## config.mk

```make
export PLATFORM = sky130hd
export DESIGN_NAME = score_counter_flat
export DESIGN_NICKNAME = d
export VERILOG_FILES = /design/src/rtl/score_pkg.sv /design/src/rtl/score_counter_if.sv /design/src/rtl/score_counter_bcd_incrementer.sv /design/src/rtl/score_counter.sv /design/src/flat_wrapper.sv
export SDC_FILE = /design/constraint.sdc
export NUM_CORES = 1
export LEC_CHECK = 0
export CORE_MARGIN = 5
export CORE_UTILIZATION = 49
export DETAILED_ROUTE_END_ITERATION = 6
export PLACE_DENSITY = 0.76
export REMOVE_ABC_BUFFERS = 1
export SLEW_MARGIN = 40
export SYNTH_ARGS = -nofsm -noshare
export SYNTH_HDL_FRONTEND = slang
export SYNTH_SLANG_ARGS = --single-unit
```

## constraint.sdc

```tcl
create_clock -name clk -period 1.88 [get_ports clk]
set_input_delay 0.376 -clock clk [delete_from_list [all_inputs] [get_ports clk]]
set_output_delay 0.376 -clock clk [all_outputs]
set_load 0.05 [all_outputs]
```

## src/rtl/score_pkg.sv

```systemverilog
// -----------------------------------------------------------------------------
// score_pkg
// Shared types and constants for the score display path.
//   bcd_t           : one packed-BCD digit (4 bits)
//   BCD_MAX         : largest legal BCD digit value
//   DIGITS_DEF      : default number of score digits
//   REFRESH_DIV_DEF : default dwell, in clocks, of each scanned digit
//   AN_OFF          : all anodes off (active-low), wide enough for 8 digits
// -----------------------------------------------------------------------------
package score_pkg;

   typedef logic [3:0] bcd_t;

   localparam bcd_t       BCD_MAX         = 4'd9;
   localparam int         DIGITS_DEF      = 4;
   localparam int         REFRESH_DIV_DEF = 100000;
   localparam logic [7:0] AN_OFF          = 8'hFF;

endpackage : score_pkg

```

## src/rtl/score_counter_if.sv

```systemverilog
// -----------------------------------------------------------------------------
// score_counter_if
// Bundles the game-side inputs and the display-side outputs of score_counter.
//   hit       : score event level, rising edge counts one point
//   clear     : synchronous score clear, level-sensitive
//   score_bcd : packed BCD score, units digit in bits [3:0]
//   digit_bcd : BCD value of the currently scanned digit
//   an        : active-low anode selects
//   overflow  : sticky saturation flag
// Modports:
//   master : game/display side (drives hit/clear, observes outputs)
//   slave  : score_counter itself
// -----------------------------------------------------------------------------
interface score_counter_if #(
   parameter int DIGITS = 4
);
   import score_pkg::*;

   logic                  hit;
   logic                  clear;
   logic [4*DIGITS-1:0]   score_bcd;
   bcd_t                  digit_bcd;
   logic [DIGITS-1:0]     an;
   logic                  overflow;

   modport master (
      output hit,
      output clear,
      input  score_bcd,
      input  digit_bcd,
      input  an,
      input  overflow
   );

   modport slave (
      input  hit,
      input  clear,
      output score_bcd,
      output digit_bcd,
      output an,
      output overflow
   );

endinterface : score_counter_if

```

## src/rtl/score_counter_bcd_incrementer.sv

```systemverilog
// -----------------------------------------------------------------------------
// bcd_incrementer
// Combinational packed-BCD +1 with ripple carry between digits.
//   bcd_in    : packed BCD value, digit 0 in bits [3:0]
//   bcd_out   : bcd_in + 1 (wraps to all zeros from all nines)
//   all_nines : bcd_in is the largest representable score
// -----------------------------------------------------------------------------
module bcd_incrementer
   import score_pkg::*;
#(
   parameter int DIGITS = DIGITS_DEF
) (
   input  logic [4*DIGITS-1:0] bcd_in,
   output logic [4*DIGITS-1:0] bcd_out,
   output logic                all_nines
);

   always_comb begin
      logic carry;
      bcd_t d;
      bcd_out   = '0;
      all_nines = 1'b1;
      carry     = 1'b1;
      d         = '0;
      for (int i = 0; i < DIGITS; i++) begin
         d = bcd_in[4*i +: 4];
         if (d != BCD_MAX) all_nines = 1'b0;
         if (carry) begin
            // Anything above 9 cannot occur in a registered score; treat it
            // like 9 so the digit still lands back in range.
            if (d >= BCD_MAX) begin
               bcd_out[4*i +: 4] = '0;
               carry             = 1'b1;
            end else begin
               bcd_out[4*i +: 4] = d + 4'd1;
               carry             = 1'b0;
            end
         end else begin
            bcd_out[4*i +: 4] = d;
         end
      end
   end

endmodule : bcd_incrementer

```

## src/rtl/score_counter.sv

```systemverilog
// -----------------------------------------------------------------------------
// score_counter
// Counts rising edges of a hit level into a saturating packed-BCD score and
// time-multiplexes the digits onto a shared seven-segment bus.
// Ports:
//   clk : system clock, rising edge
//   rst : synchronous active-high reset
//   bus : score_counter_if.slave (hit, clear in; score_bcd, digit_bcd, an,
//         overflow out)
// Parameters:
//   DIGITS      : number of BCD digits, 1..8
//   REFRESH_DIV : clocks each digit stays selected, >= 1
// Build option:
//   SCORE_BLANK_EN : when defined, leading-zero digits above the units digit
//                    keep their anode dark during their scan slot.
// -----------------------------------------------------------------------------
module score_counter
   import score_pkg::*;
#(
   parameter int DIGITS      = DIGITS_DEF,
   parameter int REFRESH_DIV = REFRESH_DIV_DEF
) (
   input  logic              clk,
   input  logic              rst,
   score_counter_if.slave    bus
);

   localparam int CNT_W = (REFRESH_DIV > 1) ? $clog2(REFRESH_DIV) : 1;
   localparam int IDX_W = (DIGITS > 1) ? $clog2(DIGITS) : 1;

   localparam logic [CNT_W-1:0] CNT_LAST = CNT_W'(REFRESH_DIV - 1);
   localparam logic [IDX_W-1:0] IDX_LAST = IDX_W'(DIGITS - 1);

   logic [4*DIGITS-1:0] score_q;
   logic [4*DIGITS-1:0] score_inc;
   logic                all_nines;
   logic                overflow_q;
   logic                hit_q;
   logic                hit_event;
   logic [CNT_W-1:0]    cnt_q;
   logic [IDX_W-1:0]    idx_q;
   logic [DIGITS-1:0]   an_scan;
   logic [DIGITS-1:0]   an_blank;
   bcd_t                digit_sel;

   bcd_incrementer #(
      .DIGITS (DIGITS)
   ) u_inc (
      .bcd_in    (score_q),
      .bcd_out   (score_inc),
      .all_nines (all_nines)
   );

   assign hit_event = bus.hit & ~hit_q;

   // Score, overflow and edge detector. hit_q resets high so a level already
   // present at reset release is not mistaken for a new edge. hit_q keeps
   // tracking during clear, which is what makes edges inside clear vanish.
   always_ff @(posedge clk) begin
      if (rst) begin
         score_q    <= '0;
         overflow_q <= 1'b0;
         hit_q      <= 1'b1;
      end else begin
         hit_q <= bus.hit;
         if (bus.clear) begin
            score_q    <= '0;
            overflow_q <= 1'b0;
         end else if (hit_event) begin
            if (all_nines) overflow_q <= 1'b1;
            else           score_q    <= score_inc;
         end
      end
   end

   // Free-running refresh counter and digit index.
   always_ff @(posedge clk) begin
      if (rst) begin
         cnt_q <= '0;
         idx_q <= '0;
      end else if (cnt_q == CNT_LAST) begin
         cnt_q <= '0;
         idx_q <= (idx_q == IDX_LAST) ? '0 : idx_q + 1'b1;
      end else begin
         cnt_q <= cnt_q + 1'b1;
      end
   end

   // Digit mux and anode decode from the registered index.
   always_comb begin
      an_scan   = AN_OFF[DIGITS-1:0];
      digit_sel = '0;
      for (int i = 0; i < DIGITS; i++) begin
         if (idx_q == IDX_W'(i)) begin
            an_scan[i] = 1'b0;
            digit_sel  = score_q[4*i +: 4];
         end
      end
   end

`ifdef SCORE_BLANK_EN
   // Walk from the most significant digit down; a digit is blanked while it
   // and everything above it are zero. Digit 0 always stays lit.
   always_comb begin
      logic zeros_above;
      an_blank    = '0;
      zeros_above = 1'b1;
      for (int i = DIGITS - 1; i >= 0; i--) begin
         zeros_above = zeros_above & (score_q[4*i +: 4] == 4'd0);
         if (i > 0) an_blank[i] = zeros_above;
      end
   end
`else
   assign an_blank = '0;
`endif

   assign bus.score_bcd = score_q;
   assign bus.digit_bcd = digit_sel;
   assign bus.an        = an_scan | an_blank;
   assign bus.overflow  = overflow_q;

endmodule : score_counter

```

## src/flat_wrapper.sv

```systemverilog
// flat-port wrapper written by rule: the top's interface ports become plain ports
module score_counter_flat import score_pkg::*;
#(
   parameter int DIGITS      = DIGITS_DEF,
   parameter int REFRESH_DIV = REFRESH_DIV_DEF
)
  (clk, rst, bus_hit, bus_clear, bus_score_bcd, bus_digit_bcd, bus_an, bus_overflow);
  score_counter_if #(.DIGITS(DIGITS)) bus_i ();
  input  logic clk;
  input  logic rst;
  input wire logic [$bits(bus_i.hit)-1:0] bus_hit;
  input wire logic [$bits(bus_i.clear)-1:0] bus_clear;
  output wire logic [$bits(bus_i.score_bcd)-1:0] bus_score_bcd;
  output wire logic [$bits(bus_i.digit_bcd)-1:0] bus_digit_bcd;
  output wire logic [$bits(bus_i.an)-1:0] bus_an;
  output wire logic [$bits(bus_i.overflow)-1:0] bus_overflow;
  assign bus_i.hit = bus_hit;
  assign bus_i.clear = bus_clear;
  assign bus_score_bcd = bus_i.score_bcd;
  assign bus_digit_bcd = bus_i.digit_bcd;
  assign bus_an = bus_i.an;
  assign bus_overflow = bus_i.overflow;
  score_counter #(.DIGITS(DIGITS), .REFRESH_DIV(REFRESH_DIV)) u_core (.clk(clk), .rst(rst), .bus(bus_i));
endmodule
```

==> flow_summary_export.csv, run 1 <==
group,metric,value,unit
sta,grt_setup_unrepaired,"yes",
power,power_frac_clock,44.7,%
routing,routed_wl,4990,um
synthesis,synth-edff-count,0,
worst_setup_path,startpoint_type,"flip-flop",
worst_setup_path,end_kind,"output port",
synthesis,synth_compound_area_share,9.65,%
synthesis,ys_seq_area_share,36.9,%
sta,hold_viol_final,0,
job,drv_cap,0,
floorplan,dieArea,0.00548,mm2
sta,fin_skew,6.86,ps
synthesis,ys.warnings.count,0,
routing,wl_per_cell,14.0,um
sta,setup_viol,5,
clocking,hold_buffers,0,
finish,areaGrowthSynthToFinish,41.1,%
min_path,hold_path.class,"flip-flop to flip-flop",
synthesis,synth_flop_cell,"dfxtp_1",
synthesis,synth_cells,244,
finish,drive_gt1_share,30.6,%
sta,layout_min_cycle_time,2000,ps
worst_setup_path,worstPathCellList,"inv_4, ha_4, buf_6, nand2_1, a21oi_2, a21oi_1, o21ai_1, buf_4, buf_12",
worst_setup_path,reg2reg_from,"u_core.bus.score_bcd[0]$_SDFFE_PP0P_",
run_status,status,"complete, but fails checks",
clocking,clkTransAtPathRegs,70,ps
finish,multi_input_area,0.00125,mm2
worst_setup_path,r2r_cells,6,
power,internal_power,1.22,mW
floorplan,num_io_pins,29,
sta,worst_pin_slew,416,ps
worst_setup_path,rrSetupSlack,-10,ps
sta,period_share,107,%
place,preCtsSetupSlack,-206,ps
synthesis,synth-async-reset-ratio,0,%
finish,final_core_util,70.9,%
routing,vias,1931,
place,port_buffers,28,
floorplan,initial_core_util,50.2,%
sta,layout_setup_ws,-124,ps
min_path,whs_endpoint,"u_core.cnt_q[0]$_SDFF_PP0_",
clocking,cts.sinks,37,
synthesis,netlist_area,0.00201,mm2
power,p_comb_share,4.0,%
power,p_seq_share,51.3,%
floorplan,die_h,74.0,um
worst_setup_path,cp.arrival,1630,ps
synthesis,yosys.area_share.simple,28.4,%
routing,drtIter0Drc,128,
min_path,whs_path_depth,1,
run_status,violations,"setup timing",
synthesis,synthXorXnorAreaFrac,7.41,%
clocking,htree_levels,2,
global_route,grt.overflow.total,0,
worst_setup_path,required,1500,ps
power,switching_power,331,uW
clocking,clk_path_buf_depth,2,
routing,firstDrtPassIters,4,
global_route,grt_pass1_wl,8090,um
clocking,tritoncts,"done",
sta,fmax,0.499,GHz
routing,drc,0,
finish,fill_cells,307,
clocking,cts_made_buffers,5,
worst_setup_path,r2r-end,"u_core.bus.score_bcd[15]$_SDFFE_PP0P_",
synthesis,yosys-top-cells-count,"37 x dfxtp_1, 37 x nor2_1, 22 x nand2_1",
worst_setup_path,critPathSlowestCell,"dfxtp_2",
synthesis,synth.avg_cell_area,8.24,um2
finish,antennaDiodeCount,0,
synthesis,synth_area_leaders,"dfxtp_1 37%, ha_1 11%, nor2_1 6.9%",
min_path,hp-start,"u_core.cnt_q[0]$_SDFF_PP0_",
sta,report.final.slew_viol_count,0,
synthesis,ys_types,39,
finish,final_nets,327,
worst_setup_path,critPathKind,"flip-flop to output port",
synthesis,yosys-mux-area-fraction,1.99,%
synthesis,synth-seq-cells,37,
routing,ant_nets,0,
worst_setup_path,max_stage_delay,340,ps
sta,tns,-454,ps
sta,slew_headroom,71.9,%
synthesis,synth_top_area_share,36.9,%
clocking,clk_latency,290,ps
global_route,grtUsageTotal,19.1,%
floorplan,rows,23,
worst_setup_path,cp_max_fo,4,
finish,seqCellArea,748,um2
floorplan,core-area,0.00400,mm2
floorplan,die_w,74.0,um
power,power,1.55,mW
clocking,cts_root_buf,"clkbuf_8",
power,irDropWorstVdd,0.000484,V
global_route,grt_pass1_vias,1817,
power,p_leak,1.14,nW
synthesis,synth_adder_area_share,10.6,%
power,power_density,546,mW/mm2
synthesis,synth_top_area_cell,"dfxtp_1",
global_route,antenna_found_initial,0,
place,gp_congestion,0.829,
global_route,grt_max_degree,18,
synthesis,synth_top_family_by_area,"simple AND/OR/NAND/NOR gates",
place,post-dp-hpwl,3500,um
power,p_sw_share,21.4,%
routing,avgViaCountPerCell,5.41,
## critical path, delay by kind of cell, from the launching register on
family,cells,cell delay (ps)
and+or+nand+nor,1,70
AOI/OAI and AO/OA,3,350
adders and majority gates,1,150
buffers and inverters,4,430
DFF,1,340
## cell type report
class	count	share of cell area [%]
Sequential cell	37	26.4
Clock buffer	6	2.56
Inverter	17	2.52
Multi-Input combinational cell	183	44.2
Timing Repair Buffer	62	20.8
Tap cell	50	2.21
Clock inverter	2	1.37
## worst max path at each step
stage                                                  to  cells past startpoint  slack (ps)                    startpoint
finish                                   bus_digit_bcd[1]                      9        -120  u_core.idx_q[1]$_SDFFE_PP0N_
global route                             bus_digit_bcd[2]                      9        -220  u_core.idx_q[1]$_SDFFE_PP0N_
CTS                                      bus_digit_bcd[3]                      9        -120  u_core.idx_q[1]$_SDFFE_PP0N_
detailed placement  u_core.bus.score_bcd[11]$_SDFFE_PP0P_                      7        -210                       bus_hit
global placement    u_core.bus.score_bcd[11]$_SDFFE_PP0P_                      7        -130                       bus_hit
floorplan                                bus_digit_bcd[0]                      7        -950  u_core.idx_q[1]$_SDFFE_PP0N_
## placed cells by master, fill, tap and decap left out, types with 5 or more instances in the layout
cell,Yosys,routed
nor2_1,37,36
ha_1,17,13
inv_1,17,14
nand4_1,5,5
clkbuf_8,0,5
nand3_1,18,16
buf_4,1,49
xnor2_1,6,6
dfxtp_1,37,33
xor2_1,11,11
a21oi_2,0,5
buf_12,0,9
nand2_1,22,21
a21oi_1,17,12
## state kept, by name (all words and copies together) (netlist names)
name,cells
u_core.bus.score_bcd,16
u_core.hit_q,1
u_core.idx_q,2
u_core.cnt_q,17
u_core.bus.overflow,1
## per-layer routing
layer	global-route usage (%)	routed length (um)
met1	22.3	2110
met2	31.8	2550
met3	3.78	201
met4	12.1	125
met5	0	0
## power groups by stage
stage / combinational (mW) / clock, mW / sequential (mW)
after floorplan: 0.0284 / 0 / 0.816
after global placement: 0.0613 / 0 / 0.814
after detailed placement: 0.0625 / 0 / 0.815
after CTS: 0.0630 / 0.707 / 0.796
after global routing: 0.0694 / 0.748 / 0.796
final: 0.0624 / 0.692 / 0.795
## per-stage QoR
step	area [um2]	std cells	hold WS, ps
after global placement	2600	347	433
after floorplan	1970	237	418
final	2840	357	444
after CTS	2790	356	452
after detailed placement	2600	347	442
after global routing	2840	357	460
## logic make-up after synthesis
| group | count (synthesis) |
|---|---|
| AO/OA/AOI/OAI | 33 |
| flip-flops | 37 |
| XOR/XNOR | 17 |
| multiplexers | 4 |
| adder cells (fa/ha/maj) | 17 |
| buffers and inverters | 24 |
| AND/OR/NAND/NOR | 112 |
## repair_timing
item,4_1_cts,5_1_grt
cloned,0,0
buffers inserted,1,1
gates resized for setup,24,10
pin swaps,6,8
endpoints found under the setup margin,8,15
No activity file was read; power rests on OpenSTA's default activity.
==> inputs of run 2 (changes only) <==
Settings changed: SLEW_MARGIN 40 to 20.
==> results of run 2 <==
Same layout as run 1: the final DEF is identical, and so are final timing and power.
